## src/rtl/rf_dump_uart.sv

```systemverilog
// rf_dump_uart: walks the register file debug port from FIRST_REG to LAST_REG and
// streams each register as a 5-byte 8N1 UART frame {index, data[31:24] .. data[7:0]}.
module rf_dump_uart #(
    parameter int CLK_DIV   = 868,
    parameter int FIRST_REG = 0,
    parameter int LAST_REG  = 31
) (
    input  logic        clk,
    input  logic        rst,
    input  logic        start,
    output logic [4:0]  reg_sel,
    input  logic [31:0] reg_data,
    output logic        txd,
    output logic        busy,
    output logic        done
);

    localparam int                BAUD_W    = $clog2(CLK_DIV);
    localparam logic [BAUD_W-1:0] BAUD_LAST = BAUD_W'(CLK_DIV - 1);
    localparam logic [4:0]        SEL_FIRST = 5'(FIRST_REG);
    localparam logic [4:0]        SEL_LAST  = 5'(LAST_REG);

    typedef enum logic [1:0] {
        S_IDLE,
        S_SEL,
        S_LOAD,
        S_TX
    } state_t;

    state_t            r_state;
    state_t            w_state_nxt;
    logic [BAUD_W-1:0] r_baud;
    logic [3:0]        r_bit;
    logic [2:0]        r_byte;
    logic [9:0]        r_shift;
    logic [31:0]       r_data;
    logic [4:0]        r_sel;
    logic              r_busy;
    logic              r_done;
    logic              w_bit_end;
    logic              w_stop_end;
    logic              w_last_byte;
    logic              w_last_reg;
    logic              w_txd;

    assign w_bit_end   = (r_baud == BAUD_LAST);
    assign w_stop_end  = w_bit_end && (r_bit == 4'd9);
    assign w_last_byte = (r_byte == 3'd4);
    assign w_last_reg  = (r_sel == SEL_LAST);

    always_ff @(posedge clk or posedge rst) begin
        if (rst) begin
            r_state <= S_IDLE;
        end else begin
            r_state <= w_state_nxt;
        end
    end

    always_comb begin
        w_state_nxt = r_state;
        w_txd       = 1'b1;
        case (r_state)
            S_IDLE: begin
                if (start) begin
                    w_state_nxt = S_SEL;
                end
            end
            S_SEL: begin
                w_state_nxt = S_LOAD;
            end
            S_LOAD: begin
                w_state_nxt = S_TX;
            end
            S_TX: begin
                w_txd = r_shift[0];
                if (w_stop_end) begin
                    if (!w_last_byte) begin
                        w_state_nxt = S_TX;
                    end else if (!w_last_reg) begin
                        w_state_nxt = S_SEL;
                    end else begin
                        w_state_nxt = S_IDLE;
                    end
                end
            end
            default: begin
                w_state_nxt = S_IDLE;
            end
        endcase
    end

    // Byte 0 is the index, sent straight from r_sel; r_data keeps the four data
    // bytes and shifts left so the next byte to send always sits in [31:24].
    always_ff @(posedge clk or posedge rst) begin
        if (rst) begin
            r_baud  <= '0;
            r_bit   <= '0;
            r_byte  <= '0;
            r_shift <= '0;
            r_data  <= '0;
            r_sel   <= '0;
            r_busy  <= 1'b0;
            r_done  <= 1'b0;
        end else begin
            r_done <= 1'b0;
            case (r_state)
                S_IDLE: begin
                    if (start) begin
                        r_sel  <= SEL_FIRST;
                        r_busy <= 1'b1;
                    end
                end
                S_LOAD: begin
                    r_data  <= reg_data;
                    r_shift <= {1'b1, 3'b000, r_sel, 1'b0};
                    r_byte  <= '0;
                    r_bit   <= '0;
                    r_baud  <= '0;
                end
                S_TX: begin
                    if (!w_bit_end) begin
                        r_baud <= r_baud + BAUD_W'(1);
                    end else begin
                        r_baud <= '0;
                        if (r_bit != 4'd9) begin
                            r_bit   <= r_bit + 4'd1;
                            r_shift <= {1'b1, r_shift[9:1]};
                        end else begin
                            r_bit <= '0;
                            if (!w_last_byte) begin
                                r_byte  <= r_byte + 3'd1;
                                r_shift <= {1'b1, r_data[31:24], 1'b0};
                                r_data  <= {r_data[23:0], 8'h00};
                            end else if (!w_last_reg) begin
                                r_sel <= r_sel + 5'd1;
                            end else begin
                                r_busy <= 1'b0;
                                r_done <= 1'b1;
                            end
                        end
                    end
                end
                default: begin
                end
            endcase
        end
    end

    assign reg_sel = r_sel;
    assign txd     = w_txd;
    assign busy    = r_busy;
    assign done    = r_done;

endmodule

```

## config.mk

```make
export PLATFORM = sky130hd
export DESIGN_NAME = rf_dump_uart
export DESIGN_NICKNAME = d
export VERILOG_FILES = /design/src/rtl/rf_dump_uart.sv
export SDC_FILE = /design/constraint.sdc
export NUM_CORES = 1
export LEC_CHECK = 0
export ABC_AREA = 1
export ABC_CLOCK_PERIOD_IN_PS = 5800
export CELL_PAD_IN_SITES_DETAIL_PLACEMENT = 0
export CELL_PAD_IN_SITES_GLOBAL_PLACEMENT = 2
export CORE_MARGIN = 1.5
export CORE_UTILIZATION = 34
export DETAILED_ROUTE_END_ITERATION = 8
export PLACE_DENSITY_LB_ADDON = 0.12
export SLEW_MARGIN = 20
export SYNTH_ARGS = -nofsm -noshare
export SYNTH_HDL_FRONTEND = slang
export SYNTH_SLANG_ARGS = --single-unit
export TNS_END_PERCENT = 10
```

## constraint.sdc

```tcl
create_clock -name clk -period 5.8 [get_ports clk]
set_clock_uncertainty 0.2 [all_clocks]
set_input_delay 1.16 -clock clk [delete_from_list [all_inputs] [get_ports clk]]
set_output_delay 1.16 -clock clk [all_outputs]
set_load 0.01 [all_outputs]
```

# [Yosys cells after proc, flatten, opt, wreduce, memory -nomap -nowiden]
# Index checks and enable logic that the tools add are counted.
[op_classes] n_reduce_logical=10 addsub=4 n_eq_ne=17 mux=40
[op_table] cell="$mux 32" n=3
[op_table] cell="$pmux 32 s2" n=1
[op_table] cell="$mux 10" n=4
[op_table] cell="$pmux 10 s2" n=2
[op_table] cell="$mux 5" n=5
[op_table] cell="$ne 2x2->1 const B" n=8
[op_table] cell="$mux 1" n=12
[op_table] cell="$reduce_and 6->1" n=2
[op_table] cell="$add 10x1->10 const B" n=1
[op_table] cell="$eq 10x10->1 const B" n=1
[op_table] cell="$pmux 5 s2" n=1
[op_table] cell="$mux 3" n=3
[op_table] cell="$mux 4" n=2
[op_table] cell="$pmux 2 s4" n=1
[op_table] cell="$pmux 4 s2" n=1
[op_table] cell="$mux 2" n=3
[op_table] cell="$pmux 3 s2" n=1
[op_table] cell="$add 5x1->5 const B" n=1
[op_table] cell="$eq 5x5->1 const B" n=1
[op_table] cell="$add 4x1->4 const B" n=1
[op_table] cell="$eq 2x2->1 const B" n=2
[op_table] cell="$eq 4x4->1 const B" n=1
[op_table] cell="$ne 4x4->1 const B" n=1
[op_table] cell="$reduce_and 2->1" n=2
[op_table] cell="10 further kinds" n=11
[word_totals] out_inout_bits=8 in_bits=35 ff_bits=68 word_cells=80

# [Logic depth before layout (Yosys ltp)]
# Gate-level depths: netlist of run 1.
[depth] word_depth=6 depth_mapped=10 depth_no_buf=10

# [Worst setup path before layout of run 1]
# OpenSTA, ideal clock, no wires.
[synth_path] path_kind="reg2out" startpoint="register r_state[1]" endpoint="output port txd" setup_slack_ns=3.263 t_arrival_ns=1.177 stages_incl_launch_ff=6 required_time_ns=4.440 path_buffers=3 cell_sequence="dfrtp_1 > buf_4 > nand2_4 > buf_2 > buf_2 > or2_2"
[synth_between] elab_chain_cells=2
[synth_rtl] item="start: declaration" line_no="30" source="state_t r_state;"
[synth_rtl] item="start signal: assignment" line_no="55" source="r_state <= w_state_nxt;"
[synth_rtl] item="$eq 2x2->1" line_no="62" source="case (r_state)"
[synth_rtl] item="$mux 1" line_no="62"
[synth_rtl] item="end: declaration" line_no="13" source="output logic txd,"
# Every way passes these cells.

# [Worst setup path after layout of run 1]
# Ends and elaborated chain as after synthesis.

==> flow_metrics.py, run 1 <==
metrics = {
    "setup_path": {
        "crit_family": "simple AND/OR/NAND/NOR gates",
        "crit_fanout": 42,
        "r2r-start": "r_state[1]$_DFFE_PP0P_",
        "critical_path.max_stage_delay_ps": 570,
        "crit_path_top_delay_cell": "dfrtp_1",
        "setup.worst_path.start": "r_state[1]$_DFFE_PP0P_",
        "crit_cells": 3,
        "r2r.worst_path.cells": 7,
        "timing.critical_path.to": "txd",
        "r2r_slack_ps": 2310,
        "startpoint_type": "register",
        "cp_cell_sequence": "nand2_4 > or2_2 > clkdlybuf4s50_1",
        "crit_type": "register to output pin",
        "critPathArrivalTime_ps": 2150,
        "cp.required_ps": 4440,
        "rr_endpoint": "r_data[15]$_DFFE_PP0P_",
        "end_kind": "output pin",
        "path_buf_inv": 1,
    },
    "yosys": {
        "syn_nets": 551,
        "synth_top_cell_by_area": "dfrtp_1",
        "synth_edf_count": 0,
        "synth_area_mm2": 0.003711,
        "synth_cell_types": 25,
        "synth_warnings": 0,
        "postSynth.asyncResetShare": 1.000,
        "synth_area_leaders": "dfrtp_1 (46%), nand2_1 (24%), nand3_1 (9.2%), nor2_1 (3.2%), inv_1 (2.9%)",
        "synth_seq_cells": 68,
        "synth_cells": 509,
        "synth_common_cells": "nand2_1 (239), dfrtp_1 (68), nand3_1 (68)",
        "avgSynthCellArea_um2": 7.291,
        "synth-seq-area-share": 0.4585,
        "synth_top_area_frac": 0.4585,
        "synth_most_common_cell": "nand2_1",
        "synth_ff_type": "dfrtp_1",
    },
    "min_path": {
        "hold_class": "register to register",
    },
    "routing": {
        "post-route-drc-count": 0,
        "drt_iter0_drc": 142,
        "vias": 3196,
        "first_pass_iters": 4,
        "wl_per_cell_um": 12.97,
        "ant_nets": 0,
        "wl_mm": 8.847,
        "viasPerCell": 4.686,
    },
    "timing": {
        "worstMarginPinSlew_ps": 1054,
        "rsz0062_at_grt": "no",
        "hold_slack_ps": 258.0,
        "slew-limit-headroom": 0.2951,
        "finalMaxSlewViolations": 0,
        "hold_viol_final": 0,
        "finalCritPeriodShare": 0.6053,
        "fin_tns_setup_ps": 0,
        "fmax_mhz": 284.8,
        "fin_crit_ps": 3511,
        "setup_viol": 0,
    },
    "finish": {
        "regArea_mm2": 0.001702,
        "fillers": 1147,
        "multiInputGateArea_mm2": 0.001745,
        "drive_gt1_frac": 0.05861,
        "antenna_cells": 0,
        "nets": 583,
        "syn_to_final_growth_pct": 18.37,
    },
    "cts": {
        "cts_buffer_depth": 2,
        "numCtsBuffers": 9,
        "clk_latency_ps": 340,
        "cts_num_sinks": 68,
        "cts_setup_buffers": 0,
        "cts_hold_buffers": 0,
        "clock-root-buffer": "clkbuf_8",
        "cts_tree": "done",
        "clk_pin_slew_ps": 80,
        "cts-resized-gates": 0,
        "h-tree-depth": 3,
    },
    "place": {
        "place.gp.congestion": 0.7616,
        "io_buffers": 42,
        "dp_hpwl_mm": 5.620,
    },
    "global_routing": {
        "grt_max_degree": 53,
        "grt_pass1_wl_mm": 15.33,
        "grt_overflow_total": 0,
        "grt_pass1_vias": 3176,
        "antenna_found_initial": 0,
        "grt_use_total": 0.1668,
    },
    "pwr": {
        "p_leak_uw": 0.002184,
        "ir_worst_vdd_v": 0.0001361,
        "power_uw": 959.0,
        "p_per_area_mw_per_mm2": 218.3,
    },
    "die": {
        "die_w_um": 107.5,
        "rows": 37,
        "initial_utilization": 0.3547,
        "io_pins": 43,
        "fp.coreArea_mm2": 0.01046,
        "dieArea_mm2": 0.01155,
        "die_h_um": 107.5,
    },
    "outcome": {
        "status": "finished clean",
    },
    "run": {
        "max-cap-violations": 0,
    },
}
[cell usage in the layout, fill, tap and decap left out, drive strengths merged, types with 4 or more instances in the layout]
master / synthesis / final
nand4: 9 / 9
o21ai: 9 / 9
inv: 32 / 32
clkdlybuf4s50: 0 / 42
clkbuf: 4 / 10
clkinv: 0 / 4
o22ai: 4 / 4
nand2: 245 / 245
ha: 7 / 7
dfrtp: 68 / 68
nor2: 34 / 34
nand3: 70 / 70
[kinds of logic (layout without fill, tap and decap cells)]
family          Yosys count  count (layout)  share of synthesized area
simple gates            361             361                     0.4137
flops                    68              68                     0.4585
buf+inv                  54              91                    0.07114
compound gates           13              13                    0.01888
fa+ha+maj                 7               7                    0.02360
xor+xnor                  6               6                    0.01416
[how the worst min path moves through the flow]
| stage | cells after the start | slack (ps) | end | from |
|---|---|---|---|---|
| final | 2 | 260 | r_shift[9]$_DFFE_PP0P_ | r_shift[9]$_DFFE_PP0P_ |
| after global routing | 2 | 290 | r_shift[9]$_DFFE_PP0P_ | r_shift[9]$_DFFE_PP0P_ |
| after CTS | 2 | 260 | r_shift[9]$_DFFE_PP0P_ | r_shift[9]$_DFFE_PP0P_ |
| after detailed placement | 2 | 240 | r_shift[9]$_DFFE_PP0P_ | r_shift[9]$_DFFE_PP0P_ |
| after global placement | 2 | 230 | r_shift[9]$_DFFE_PP0P_ | r_shift[9]$_DFFE_PP0P_ |
| after floorplan | 2 | 220 | r_shift[9]$_DFFE_PP0P_ | r_shift[9]$_DFFE_PP0P_ |
[tightest hold or removal path, stage by stage (launching register included)]
cell     delay (ps)
dfrtp_1         330
inv_1            40
nand2_1          60
[per-layer routing]
layer	vias to the layer above	wire length, µm	track usage
li1	1661	-	-
met1	1472	4336	0.2182
met2	54	4122	0.2793
met3	9	298	0.02785
met4	0	89	0.05639
met5	-	0	0
[per-stage QoR]
stage,cell area [µm²],instances,util,setup slack (ps)
after floorplan,3711,509,-,2728
after global placement,4168,666,0.3984,2326
after detailed placement,4168,666,0.3984,2242
after CTS,4393,682,0.4199,2249
after global routing,4393,682,0.4199,1954
final,4393,682,0.4199,2289
[final cells by class]
cell class              instances  area share
well taps                     136     0.03874
clock inverters                 6     0.01994
repair buffers                 43     0.09741
clock buffers                  10     0.03133
multi-input cells             387      0.3973
inverters                      32     0.02791
flip-flops and latches         68      0.3874
[sequential cells by signal, summed over array words and instances (netlist names)]
register and cells:
reg_sel 5, r_data 32, done 1, r_state 2
r_bit 4, r_baud 10, busy 1, r_byte 3
r_shift 10
[power by group]
part           internal, µW  switching, µW
combinational          20.6           13.6
clock                   254            197
sequential              474              0
total                   748            211
Note: power is estimated with default switching activity, not from simulation.
==> run 2: changes to the inputs <==
- ABC_CLOCK_PERIOD_IN_PS: 5800 -> 3400
- CORE_UTILIZATION: 34 -> 32
- clock period: 5.8 -> 3.4 ns (I/O delays scaled with it)
==> run 2 against run 1 <==
Net effect:
- worst setup slack got worse by 1600 ps
- largest power group is now clock
- routed wire length increased by 4.1%
- clock power increased by 110%
- power increased by 91%
- sequential share of layout area decreased by 1.2 points
- flip-flop and latch count unchanged
- clock-buffer cell count increased by 2
- worst hold slack got worse by 9.1 ps
- first-iteration DRC count increased by 36%
- cell count increased by 1.8%
==> flow_metrics.py, run 2 (synthesized netlist as in run 1, its figures left out) <==
metrics = {
    "setup_path": {
        "startpoint_type": "register",
        "critPathArrivalTime_ps": 1880,
        "end_kind": "output pin",
        "crit_type": "register to output pin",
        "cp.required_ps": 2520,
        "crit_fanout": 15,
    },
    "die": {
        "die_h_um": 110.7,
        "die_w_um": 110.7,
        "initial_utilization": 0.3264,
        "dieArea_mm2": 0.01225,
        "io_pins": 43,
        "rows": 39,
        "fp.coreArea_mm2": 0.01137,
    },
    "place": {
        "dp_hpwl_mm": 6.038,
        "dp.cells": 678,
        "io_buffers": 42,
        "dp_slack_ps": 988.4,
        "place.gp.congestion": 0.7262,
    },
    "finish": {
        "reg_top3": "r_data (32), r_baud (10), r_shift (10)",
        "largest_reg_flops": 32,
        "drive_gt1_frac": 0.06534,
        "fin_util": 0.3985,
        "final_common_cell": "nand2_1",
        "regArea_mm2": 0.001702,
        "layout_common_cells": "nand2_1 (239), nand3_1 (68), dfrtp_1 (68), clkdlybuf4s50_1 (42), nor2_1 (32)",
        "syn_to_final_growth_pct": 22.08,
        "fillers": 1238,
        "multiInputGateArea_mm2": 0.001745,
        "stdcell_count": 694,
        "nets": 588,
        "antenna_cells": 0,
        "regMostFlops": "r_data",
    },
    "routing": {
        "ant_nets": 0,
        "vias": 3276,
        "post-route-drc-count": 0,
        "drt_iter0_drc": 193,
        "wl_mm": 9.209,
        "wl_per_cell_um": 13.27,
        "viasPerCell": 4.720,
        "first_pass_iters": 4,
    },
    "global_routing": {
        "grt_pass1_wl_mm": 16.64,
        "grt_overflow_total": 0,
        "grt_max_degree": 69,
        "grt_use_total": 0.1686,
        "grt_pass1_vias": 3441,
        "antenna_found_initial": 0,
    },
    "cts": {
        "cts-resized-gates": 0,
        "clock-root-buffer": "clkbuf_16",
        "h-tree-depth": 3,
        "cts_buffer_depth": 2,
        "cts_setup_buffers": 0,
        "cts_tree": "done",
        "clk_latency_ps": 340,
        "cts_num_sinks": 68,
        "cts_hold_buffers": 0,
        "clk_pin_slew_ps": 60,
        "numCtsBuffers": 9,
    },
    "outcome": {
        "status": "finished clean",
    },
    "timing": {
        "slew-limit-headroom": 0.6077,
        "layout_setup_ws_ps": 640.6,
        "rsz0062_at_grt": "no",
        "fin_crit_ps": 2759,
        "finalCritPeriodShare": 0.8116,
        "finalMaxSlewViolations": 0,
        "hold_viol_final": 0,
        "setup_viol": 0,
        "worstMarginPinSlew_ps": 588.4,
        "fin_tns_setup_ps": 0,
        "fmax_mhz": 362.4,
    },
    "pwr": {
        "p_leak_uw": 0.002247,
        "p_per_area_mw_per_mm2": 403.8,
        "power_uw": 1829,
        "ir_worst_vdd_v": 0.0002363,
    },
    "min_path": {
        "hold_class": "register to register",
    },
    "run": {
        "max-cap-violations": 0,
    },
}
==> run 2: final timing paths <==
path	startpoint	to	slack, ps	cells after the start
worst max-delay path	r_state[1]$_DFFE_PP0P_	txd	640	3
worst min-delay path	r_shift[9]$_DFFE_PP0P_	r_shift[9]$_DFFE_PP0P_	250	2
worst max register to register	r_state[1]$_DFFE_PP0P_	r_shift[5]$_DFFE_PP0P_	1140	8
worst min register to register	r_shift[9]$_DFFE_PP0P_	r_shift[9]$_DFFE_PP0P_	250	2
max in group asynchronous	rst	r_baud[0]$_DFFE_PP0P_	2140	3
min in group asynchronous	rst	r_data[1]$_DFFE_PP0P_	530	3
==> run 2: through the flow <==
stage               hold WS [ps]  instance area [µm²]
global route               294.9                 4531
global placement           235.6                 4227
floorplan                  219.8                 3711
CTS                        252.2                 4531
detailed placement         238.0                 4227
finish                     248.9                 4531
==> run 2: worst max-delay path: stages (launching register included) <==
cell,delay [ps]
dfrtp_1,550
nand2_4,190
or2_2,320
clkdlybuf4s50_1,470
==> run 2: routing by layer <==
metal | up-vias | wire length, µm | track usage
li1 | 1679 | - | -
met1 | 1541 | 4431 | 0.2087
met2 | 45 | 4355 | 0.2877
met3 | 11 | 264 | 0.03171
met4 | 0 | 157 | 0.07179
met5 | - | 0 | 0
==> run 2: final cells by class <==
cell class | count | share of cell area
Timing Repair Buffer | 48 | 0.1055
Clock inverter | 4 | 0.01049
Clock buffer | 12 | 0.05661
Inverter | 32 | 0.02706
Sequential cell | 68 | 0.3756
Multi-Input combinational cell | 387 | 0.3853
Tap cell | 143 | 0.03949
==> run 2: power breakdown <==
group | switching (µW) | total [µW] | internal [µW]
clock network | 354 | 959 | 605
logic | 23.6 | 60.6 | 36.9
registers | 0 | 810 | 810
total | 378 | 1830 | 1450
==> run 3: changes to the inputs <==
- ABC_CLOCK_PERIOD_IN_PS: 3400 -> 2500
- CORE_UTILIZATION: 32 -> 29
- clock period: 3.4 -> 2.5 ns (I/O delays scaled with it)
==> run 3 against run 2 <==
Net effect:
- critical path depth unchanged
- global-route usage down 0.96 points
- sequential power up 36%
- cell count up 4.8%
- worst hold slack better by 3.4 ps
==> flow_metrics.py, run 3 (synthesized netlist as in run 1, its figures left out) <==
metrics = {
    "outcome": {
        "status": "finished clean",
    },
    "die": {
        "initial_utilization": 0.2953,
        "rows": 41,
        "die_h_um": 116.1,
        "io_pins": 43,
        "dieArea_mm2": 0.01348,
        "die_w_um": 116.1,
        "fp.coreArea_mm2": 0.01257,
    },
    "cts": {
        "clock-root-buffer": "clkbuf_16",
        "numCtsBuffers": 9,
        "cts_buffer_depth": 2,
        "cts_tree": "done",
        "clk_pin_slew_ps": 50,
        "h-tree-depth": 3,
        "cts_num_sinks": 68,
        "clk_latency_ps": 340,
        "cts_setup_buffers": 0,
        "cts_hold_buffers": 0,
    },
    "min_path": {
        "hold_start": "r_shift[9]$_DFFE_PP0P_",
        "hold_class": "register to register",
        "holdPathEnd": "r_shift[9]$_DFFE_PP0P_",
        "holdPathStages": 2,
    },
    "finish": {
        "reg_top3": "r_data (32), r_baud (10), r_shift (10)",
        "drive_gt1_frac": 0.07027,
        "stdcell_area_mm2": 0.004578,
        "regMostFlops": "r_data",
        "nets": 592,
        "stdcell_count": 727,
        "layout_common_cells": "nand2_1 (238), nand3_1 (68), dfrtp_1 (68), clkdlybuf4s50_1 (42), nor2_1 (32)",
        "syn_to_final_growth_pct": 23.36,
        "antenna_cells": 0,
        "largest_reg_flops": 32,
        "final_common_cell": "nand2_1",
        "fillers": 1349,
    },
    "setup_path": {
        "critical_path.max_stage_delay_ps": 490,
        "cp.required_ps": 1800,
        "startpoint_type": "register",
        "crit_family": "buffers and inverters",
        "crit_type": "register to output pin",
        "end_kind": "output pin",
        "path_buf_inv": 1,
        "crit_fanout": 4,
        "rr_endpoint": "r_data[29]$_DFFE_PP0P_",
        "r2r-start": "r_baud[0]$_DFFE_PP0P_",
        "cp_cell_sequence": "nand2_4 > or2_2 > clkdlybuf4s50_1",
        "crit_path_top_delay_cell": "clkdlybuf4s50_1",
        "r2r.worst_path.cells": 8,
        "critPathArrivalTime_ps": 1620,
        "r2r_slack_ps": 370,
    },
    "routing": {
        "wl_mm": 9.584,
        "ant_nets": 0,
        "vias": 3238,
        "drt_iter0_drc": 178,
        "first_pass_iters": 4,
        "wl_per_cell_um": 13.18,
        "post-route-drc-count": 0,
        "viasPerCell": 4.454,
    },
    "global_routing": {
        "grt_use_total": 0.1590,
        "grt_pass1_vias": 3302,
        "grt_overflow_total": 0,
        "antenna_found_initial": 0,
        "grt_pass1_wl_mm": 16.40,
        "grt_max_degree": 69,
    },
    "timing": {
        "fin_crit_ps": 2323,
        "finalCritPeriodShare": 0.9291,
        "setup_viol": 0,
        "rsz0062_at_grt": "no",
        "layout_setup_ws_ps": 177.1,
        "hold_slack_ps": 252.3,
        "hold_viol_final": 0,
        "slew-limit-headroom": 0.5722,
        "worstMarginPinSlew_ps": 641.7,
        "fmax_mhz": 430.5,
        "finalMaxSlewViolations": 0,
        "fin_tns_setup_ps": 0,
    },
    "pwr": {
        "power.share.clock": 0.509,
        "power_frac_comb": 0.034,
        "p_per_area_mw_per_mm2": 526.0,
        "ir_worst_vdd_v": 0.0003011,
        "p_sw_frac": 0.2094,
        "intPower_uw": 1904,
        "p_leak_uw": 0.002258,
        "p_sw_uw": 504.4,
        "p_seq_frac": 0.457,
    },
    "run": {
        "max-cap-violations": 0,
    },
    "place": {
        "place.gp.congestion": 0.7227,
        "dp.cells": 711,
        "io_buffers": 42,
        "post_dp_cell_area_mm2": 0.004293,
        "dp_slack_ps": 201.9,
        "dp_hpwl_mm": 6.386,
    },
}
## run 3: repair_timing
item / 4_1_cts / 5_1_grt
endpoints found under the setup margin: 0 / 5
resized for setup: 0 / 1
hold endpoints to repair: 0 / 0
## run 3: worst max path at each step
stage	startpoint	to	slack, ps	cells after the start
after floorplan	rst	busy$_DFFE_PP0P_	90	1
after global placement	r_baud[0]$_DFFE_PP0P_	reg_sel[3]$_DFFE_PP0P_	170	8
after detailed placement	r_baud[0]$_DFFE_PP0P_	reg_sel[3]$_DFFE_PP0P_	200	8
after CTS	r_state[0]$_DFFE_PP0P_	txd	150	3
after global routing	r_state[0]$_DFFE_PP0P_	txd	90	3
final	r_state[0]$_DFFE_PP0P_	txd	180	3
## run 3: cell type report
| class | instances | area, µm² | share of cell area |
|---|---|---|---|
| clock buffers | 15 | 277.8 | 0.06067 |
| clock inverters | 1 | 5.005 | 0.001093 |
| inverters | 32 | 122.6 | 0.02678 |
| multi-input cells | 387 | 1748 | 0.3818 |
| flip-flops and latches | 68 | 1702 | 0.3717 |
| well taps | 172 | 215.2 | 0.04701 |
| repair buffers | 52 | 508.0 | 0.1110 |
## run 3: routing by layer
| layer | global-route usage | wire length [µm] | up-vias |
|---|---|---|---|
| li1 | - | - | 1681 |
| met5 | 0 | 0 | - |
| met1 | 0.2069 | 4678 | 1489 |
| met3 | 0.05293 | 380 | 11 |
| met4 | 0.04390 | 122 | 0 |
| met2 | 0.2537 | 4402 | 57 |
## run 3: metrics by stage
| step | util | total power, µW |
|---|---|---|
| finish | 0.3643 | 2408 |
| global route | 0.3643 | 2515 |
| CTS | 0.3641 | 2452 |
| detailed placement | 0.3416 | 1207 |
| global placement | 0.3416 | 1207 |
| floorplan | - | 1139 |
## run 3: worst reg2reg max path: stages, from the launching register on
cell     delay [ps]
dfrtp_1         380
ha_1            260
nand2_1          80
nor2_1          130
nand4_1         130
nand2_2         300
nand2_4         330
nand2_1         160
nand2_1          60
## run 3: power by group through the flow
stage	Clock [µW]	Sequential (µW)	Combinational, µW
floorplan	0	1120	18.4
global placement	0	1120	85.9
detailed placement	0	1120	86.4
CTS	1260	1100	86.2
global route	1320	1100	90.9
finish	1220	1100	82.4
